File: src/rtl/pipe_scheduler.sv
// Game-level sequencer for the two-pipe scroller: IDLE/RUN/OVER FSM,
// frame-divided scroll tick, pipe positions, gap patterns and score.
module pipe_scheduler #(
  parameter int SCREEN_W     = 640,
  parameter int PIPE_W       = 60,
  parameter int PIPE_SPACING = 320,
  parameter int STEP         = 2,
  parameter int TICK_DIV     = 4,
  parameter int BIRD_X       = 200,
  parameter logic [15:0] LFSR_SEED = 16'hACE1
) (
  input  logic       Clk,
  input  logic       Reset,
  input  logic       FrameStart,
  input  logic       Button,
  input  logic       Collision,
  output logic [9:0] PipesPosition1,
  output logic [9:0] PipesPosition2,
  output logic [2:0] Pattern1,
  output logic [2:0] Pattern2,
  output logic       ScrollTick,
  output logic       Running,
  output logic       GameOver,
  output logic [7:0] Score
);

  typedef enum logic [1:0] {IDLE, RUN, OVER} state_t;

  localparam int DW = (TICK_DIV > 1) ? $clog2(TICK_DIV) : 1;
  localparam logic [DW-1:0] DIV_LAST = DW'(TICK_DIV - 1);
  localparam logic [10:0] P1_INIT = 11'(SCREEN_W + PIPE_W);
  localparam logic [10:0] P2_INIT =
    11'(SCREEN_W + PIPE_W + PIPE_SPACING);
  localparam logic [10:0] WRAP = 11'(2 * PIPE_SPACING - STEP);
  localparam logic [10:0] STP  = 11'(STEP);
  localparam logic [10:0] BIRD = 11'(BIRD_X);

  state_t state_q, state_d;
  logic [10:0] pos1_q, pos1_d, pos2_q, pos2_d;
  logic [2:0] pat1_q, pat1_d, pat2_q, pat2_d;
  logic [7:0] score_q, score_d;
  logic [DW-1:0] div_q, div_d;
  logic [15:0] lfsr_q, lfsr_d;
  logic btn_q;
  logic tick_q, tick_d;

  logic press;
  logic wrap1, wrap2, pass1, pass2;
  logic [10:0] mv1, mv2;
  logic [8:0] sum;

  assign press = Button & ~btn_q;

  assign wrap1 = pos1_q < STP;
  assign wrap2 = pos2_q < STP;
  assign pass1 = (pos1_q >= BIRD) && ((pos1_q - STP) < BIRD);
  assign pass2 = (pos2_q >= BIRD) && ((pos2_q - STP) < BIRD);
  assign mv1 = wrap1 ? pos1_q + WRAP : pos1_q - STP;
  assign mv2 = wrap2 ? pos2_q + WRAP : pos2_q - STP;
  assign sum = {1'b0, score_q} + {8'd0, pass1} + {8'd0, pass2};

  always_comb begin
    state_d = state_q;
    pos1_d  = pos1_q;
    pos2_d  = pos2_q;
    pat1_d  = pat1_q;
    pat2_d  = pat2_q;
    score_d = score_q;
    div_d   = div_q;
    tick_d  = 1'b0;
    // Galois form, taps 16,14,13,11; free-running in every state
    lfsr_d  = {1'b0, lfsr_q[15:1]} ^ (lfsr_q[0] ? 16'hB400 : 16'h0);
    unique case (state_q)
      IDLE: begin
        pos1_d  = P1_INIT;
        pos2_d  = P2_INIT;
        score_d = '0;
        div_d   = '0;
        if (press) begin
          pat1_d  = lfsr_q[2:0];
          pat2_d  = lfsr_q[5:3];
          state_d = RUN;
        end
      end
      RUN: begin
        if (Collision) begin
          state_d = OVER;
        end else if (FrameStart) begin
          if (div_q == DIV_LAST) begin
            div_d  = '0;
            tick_d = 1'b1;
            pos1_d = mv1;
            pos2_d = mv2;
            if (wrap1) pat1_d = lfsr_q[2:0];
            if (wrap2) pat2_d = lfsr_q[5:3];
            score_d = sum[8] ? 8'hFF : sum[7:0];
          end else begin
            div_d = div_q + DW'(1);
          end
        end
      end
      OVER: begin
        if (press) begin
          state_d = IDLE;
          pos1_d  = P1_INIT;
          pos2_d  = P2_INIT;
          score_d = '0;
          div_d   = '0;
        end
      end
      default: state_d = IDLE;
    endcase
  end

  always_ff @(posedge Clk) begin
    if (Reset) begin
      state_q <= IDLE;
      pos1_q  <= P1_INIT;
      pos2_q  <= P2_INIT;
      pat1_q  <= '0;
      pat2_q  <= '0;
      score_q <= '0;
      div_q   <= '0;
      lfsr_q  <= LFSR_SEED;
      btn_q   <= 1'b0;
      tick_q  <= 1'b0;
    end else begin
      state_q <= state_d;
      pos1_q  <= pos1_d;
      pos2_q  <= pos2_d;
      pat1_q  <= pat1_d;
      pat2_q  <= pat2_d;
      score_q <= score_d;
      div_q   <= div_d;
      lfsr_q  <= lfsr_d;
      btn_q   <= Button;
      tick_q  <= tick_d;
    end
  end

  assign PipesPosition1 = pos1_q[9:0];
  assign PipesPosition2 = pos2_q[9:0];
  assign Pattern1       = pat1_q;
  assign Pattern2       = pat2_q;
  assign ScrollTick     = tick_q;
  assign Running        = (state_q == RUN);
  assign GameOver       = (state_q == OVER);
  assign Score          = score_q;

endmodule

File: config.mk
export PLATFORM = sky130hd
export DESIGN_NAME = pipe_scheduler
export DESIGN_NICKNAME = d
export VERILOG_FILES = /design/src/rtl/pipe_scheduler.sv
export SDC_FILE = /design/constraint.sdc
export NUM_CORES = 1
export LEC_CHECK = 0
export CAP_MARGIN = 20
export CORE_AREA = 2 2 77 79
export CTS_BUF_LIST = sky130_fd_sc_hd__clkbuf_4
export CTS_CLUSTER_SIZE = 30
export DETAILED_ROUTE_END_ITERATION = 8
export DIE_AREA = 0 0 79 81
export PLACE_DENSITY = 0.8
export SYNTH_ARGS = -nofsm -noshare
export SYNTH_HDL_FRONTEND = slang
export SYNTH_SLANG_ARGS = --single-unit
File: constraint.sdc
create_clock -name Clk -period 6.5 [get_ports Clk]
set_input_delay 0.65 -clock Clk [delete_from_list [all_inputs] [get_ports Clk]]
set_output_delay 0.65 -clock Clk [all_outputs]
set_load 0.01 [all_outputs]
==> summary.md <==
| Metric | Value |
|---|---|
| WP data arrival | a little over 4 ns |
| Worst-Margin Slew | 1.03 ns |
| Status | finished clean |
| Cell area after placement | 3280 sq um |
| Register area | roughly 1100 sq um |
| Syn Std Cell Area | 3060 sq um |
| Switching pwr | between 150 and 200 uW |
| Site Rows | 28 |
| Global-route met1 utilization | 30.4% |
| Nets@finish | 366 |
| Comb power frac | 11.7% |
| Die Height | 81 um |
| YS warnings | 0 |
| Slowest CP cell | or4b_4 |
| DIE AREA | 6400 sq um |
| CTS tree | yes |
| Post-synth EDFFs | 0 |
| Ant. Diodes | 0 |
| Sequential-to-total area share from yosys stat | 36.7% |
| Crit path max fanout | 8 |
| #FFs+latches synth | 56 |
| Highest clock rate | 262 MHz |
| Hold crit path type | reg2reg |
| Delay-heaviest family, CP | simple AND/OR/NAND/NOR gates |
| Reg-to-reg slack, setup | 2.68 ns |
| RR Startpoint | pos2_q[1]$_SDFFE_PP0P_ |
| Post-detailed-route count of antenna-violating nets | 0 |
| Clock net sink count | between 50 and 60 |
| Antenna violations before repair | 0 |
| Max stage delay on crit path | 0.54 ns |
| Clock latency on the worst-skew pair | ~0.38 ns |
| LEAKAGE | 1.18 nW |
| Drt drc | 0 |
| Filler cells | about 530 |
| Final Hold Viols | 0 |
| Post-synth top flop | dfxtp_1 |
| First-pass GRT wire length | 11500 um |
| DP Wirelength | 4770 um |
| Clk buf depth | 2 |
| Max Slew Vio Count | 0 |
| Clk_skew | 0.0104 ns |
| Critical Path RT | 6.80 ns |
| Synth Instances | 348 |
| Seq pwr share | roughly three fifths |
| Total negative slack | 0 ns |
| Area of the multi-input gates | 1590 sq um |
| Final instance area | 3340 sq um |
| Setup-failing EPs final | 0 |
| RSZ-0062 raised after global routing | no |
| Worst setup startpoint | pos2_q[1]$_SDFFE_PP0P_ |
| GR Overflow Total | 0 |
| CTS Hold Buffers Added | 0 |
| Share of cells above drive strength 1 | 9.52% |
| Register-to-Register Path Depth | 12 |
| Met3 Track Usage GR | ~5% |
| Minimum clock period | 3.82 ns |
| Drt first-iter violations | between 200 and 250 |
| Synthesis-to-finish area growth | 9.34% |
| Max_cap viols | 0 |
| Critical path capture point | Score[4]$_SDFFE_PP0P_ |
| Power Dens Cells | 176 nW/um^2 |
| Critical Path Start Type | register |
| Internal | between 400 and 500 uW |
| Initial cell density of the core | 53.8% |
| Mean post-synth cell area | about 8.8 sq um |
| Final wirelength | 6880 um |
| Sw Share | 27.2% |
| Clk pwr share | 26.6% |
| Crit. End Element | register |
| CTS resizes | 0 |
| Initial DRT Pass Iterations | 5 |
| Vias in the first global route | roughly 2400 |
| Post-synth cell types | 78 |
| WP depth | 12 |
| Largest net degree at the start of global routing | 37 |
| Top Ports | 42 |
| Core area | between 5000 and 6000 sq um |
| Vias | 2681 |
| Critical path, cell by cell | inv_1 -> ha_1 -> or4b_4 -> or4_4 -> xor2_1 -> o2111ai_1 -> fa_1 -> inv_1 -> ha_1 -> nand3_1 -> a221o_1 -> a32o_1 |
| Die Wd | 79 um |
| Buf+Inv Stages, Crit Path | 2 |
| Peak supply drop | between 0.15 and 0.2 mV |
| Relative slew slack | slightly above 30% |
| GR Util All Layers | 22.5% |
| I/O Buffers | 39 |
| Postcts setup bufs | 0 |
| Layer with the highest usage | met2 |
| DR vias/cell | 6.21 |
| M2 GR Usage | approximately 35% |
| GPL Wtd Cong | 0.885 |
| Critical R2R Capture | Score[4]$_SDFFE_PP0P_ |
| Synth async-reset ratio | 0% |
| Htree depth | 2 |
| Root Buffer | clkbuf_4 |
| Fin crit share | between 50% and 60% |
| Wire per inst | about 16 um |
| CTS clk-pin slew, worst paths | 0.16 ns |
| Total CTS buffers | 5 |
| Crit path kind | reg2reg |
## power by group through the flow
stage / Combinational, mW / Clock [mW] / Sequential, mW
finish: 0.0689 / 0.157 / 0.363
global route: 0.0748 / 0.178 / 0.365
CTS: 0.0679 / 0.160 / 0.363
detailed placement: 0.0674 / 0 / 0.370
global placement: 0.0667 / 0 / 0.370
floorplan: 0.0509 / 0 / 0.368
## sequential cells by signal (all words and copies together) (netlist names)
name	count
Pattern1	3
Pattern2	3
Score	8
ScrollTick	1
btn_q	1
div_q	2
lfsr_q	16
pos1_q	10
pos2_q	10
state_q	2
## final cells by class
cell class                      count  area share, %
Tap cell                           75           2.81
Sequential cell                    56           33.6
Clock inverter                      3          0.674
Timing Repair Buffer               41           12.1
Inverter                           16           2.21
Clock buffer                        5           1.12
Multi-Input combinational cell    236           47.5
## cell usage in the layout, fill, tap and decap left out, types with 7 or more instances in the layout
| master | synthesis | routed |
|---|---|---|
| clkdlybuf4s50_1 | 0 | 39 |
| nor3_1 | 14 | 14 |
| xnor2_1 | 8 | 8 |
| o31ai_1 | 7 | 7 |
| inv_1 | 14 | 14 |
| nor2b_1 | 13 | 13 |
| nand2_1 | 25 | 25 |
| o21ai_0 | 15 | 15 |
| a221o_1 | 8 | 8 |
| nor2_1 | 16 | 16 |
| a21oi_1 | 20 | 20 |
| nand3_1 | 9 | 9 |
| dfxtp_1 | 56 | 56 |
## layer usage
| layer | wire [um] | vias to the layer above |
|---|---|---|
| met4 | 129 | 0 |
| li1 | - | 1277 |
| met3 | 604 | 15 |
| met2 | 3110 | 136 |
| met5 | 0 | - |
| met1 | 3030 | 1253 |
## logic make-up (layout without fill, tap and decap cells)
| logic type | after synthesis | count (layout) | share of synthesized area, % |
|---|---|---|---|
| AOI/OAI and AO/OA | 95 | 95 | 22.4 |
| xor gates and xnor gates | 12 | 12 | 3.44 |
| adders and majority gates | 5 | 5 | 2.29 |
| buffers and inverters | 57 | 65 | 11.5 |
| DFF | 56 | 56 | 36.7 |
| muxes | 6 | 6 | 2.13 |
| other | 1 | 2 | 0.123 |
| and+or+nand+nor | 116 | 116 | 21.4 |
## Yosys cell counts, types with 3 or more instances
| library cell | count | area share [%] |
|---|---|---|
| a21oi_1 | 20 | 3.3 |
| a221o_1 | 8 | 2.6 |
| a221oi_1 | 3 | 0.86 |
| a32o_1 | 3 | 0.98 |
| and3_1 | 3 | 0.61 |
| buf_4 | 20 | 4.9 |
| clkbuf_1 | 11 | 1.4 |
| clkbuf_8 | 3 | 1.4 |
| dfxtp_1 | 56 | 37 |
| ha_1 | 4 | 1.6 |
| inv_1 | 14 | 1.7 |
| mux2_2 | 4 | 1.5 |
| nand2_1 | 25 | 3.1 |
| nand3_1 | 9 | 1.5 |
| nand4_1 | 3 | 0.61 |
| nor2_1 | 16 | 2.0 |
| nor2b_1 | 13 | 2.7 |
| nor3_1 | 14 | 2.3 |
| nor4_1 | 3 | 0.61 |
| o2111ai_1 | 5 | 1.4 |
| o211ai_1 | 3 | 0.74 |
| o21ai_0 | 15 | 2.5 |
| o221ai_1 | 3 | 0.86 |
| o31ai_1 | 7 | 1.7 |
| or2_2 | 6 | 1.2 |
| xnor2_1 | 8 | 2.3 |
| xor2_1 | 4 | 1.1 |
## worst min path at each step
| stage | startpoint | to | slack (ns) | cells past startpoint |
|---|---|---|---|---|
| 2_1_floorplan | lfsr_q[12]$_SDFF_PP0_ | lfsr_q[11]$_SDFF_PP1_ | 0.39 | 1 |
| 3_3_place_gp | lfsr_q[7]$_SDFF_PP1_ | lfsr_q[6]$_SDFF_PP1_ | 0.40 | 1 |
| 3_5_place_dp | lfsr_q[6]$_SDFF_PP1_ | lfsr_q[5]$_SDFF_PP1_ | 0.40 | 1 |
| 4_1_cts | lfsr_q[6]$_SDFF_PP1_ | lfsr_q[5]$_SDFF_PP1_ | 0.43 | 1 |
| 5_1_grt | lfsr_q[6]$_SDFF_PP1_ | lfsr_q[5]$_SDFF_PP1_ | 0.44 | 1 |
| 6_report | lfsr_q[6]$_SDFF_PP1_ | lfsr_q[5]$_SDFF_PP1_ | 0.43 | 1 |
## metrics by stage
step | setup slack, ns | hold WS [ns] | utilization (%) | power, mW | instances
global route | 2.49 | 0.441 | 58.9 | 0.619 | 432
floorplan | 3.03 | 0.389 | - | 0.419 | 349
detailed placement | 2.73 | 0.396 | 57.8 | 0.438 | 424
finish | 2.68 | 0.431 | 58.9 | 0.589 | 432
global placement | 2.82 | 0.396 | 57.8 | 0.437 | 424
CTS | 2.72 | 0.434 | 58.9 | 0.591 | 432
Power figures use the tool's default switching activity.
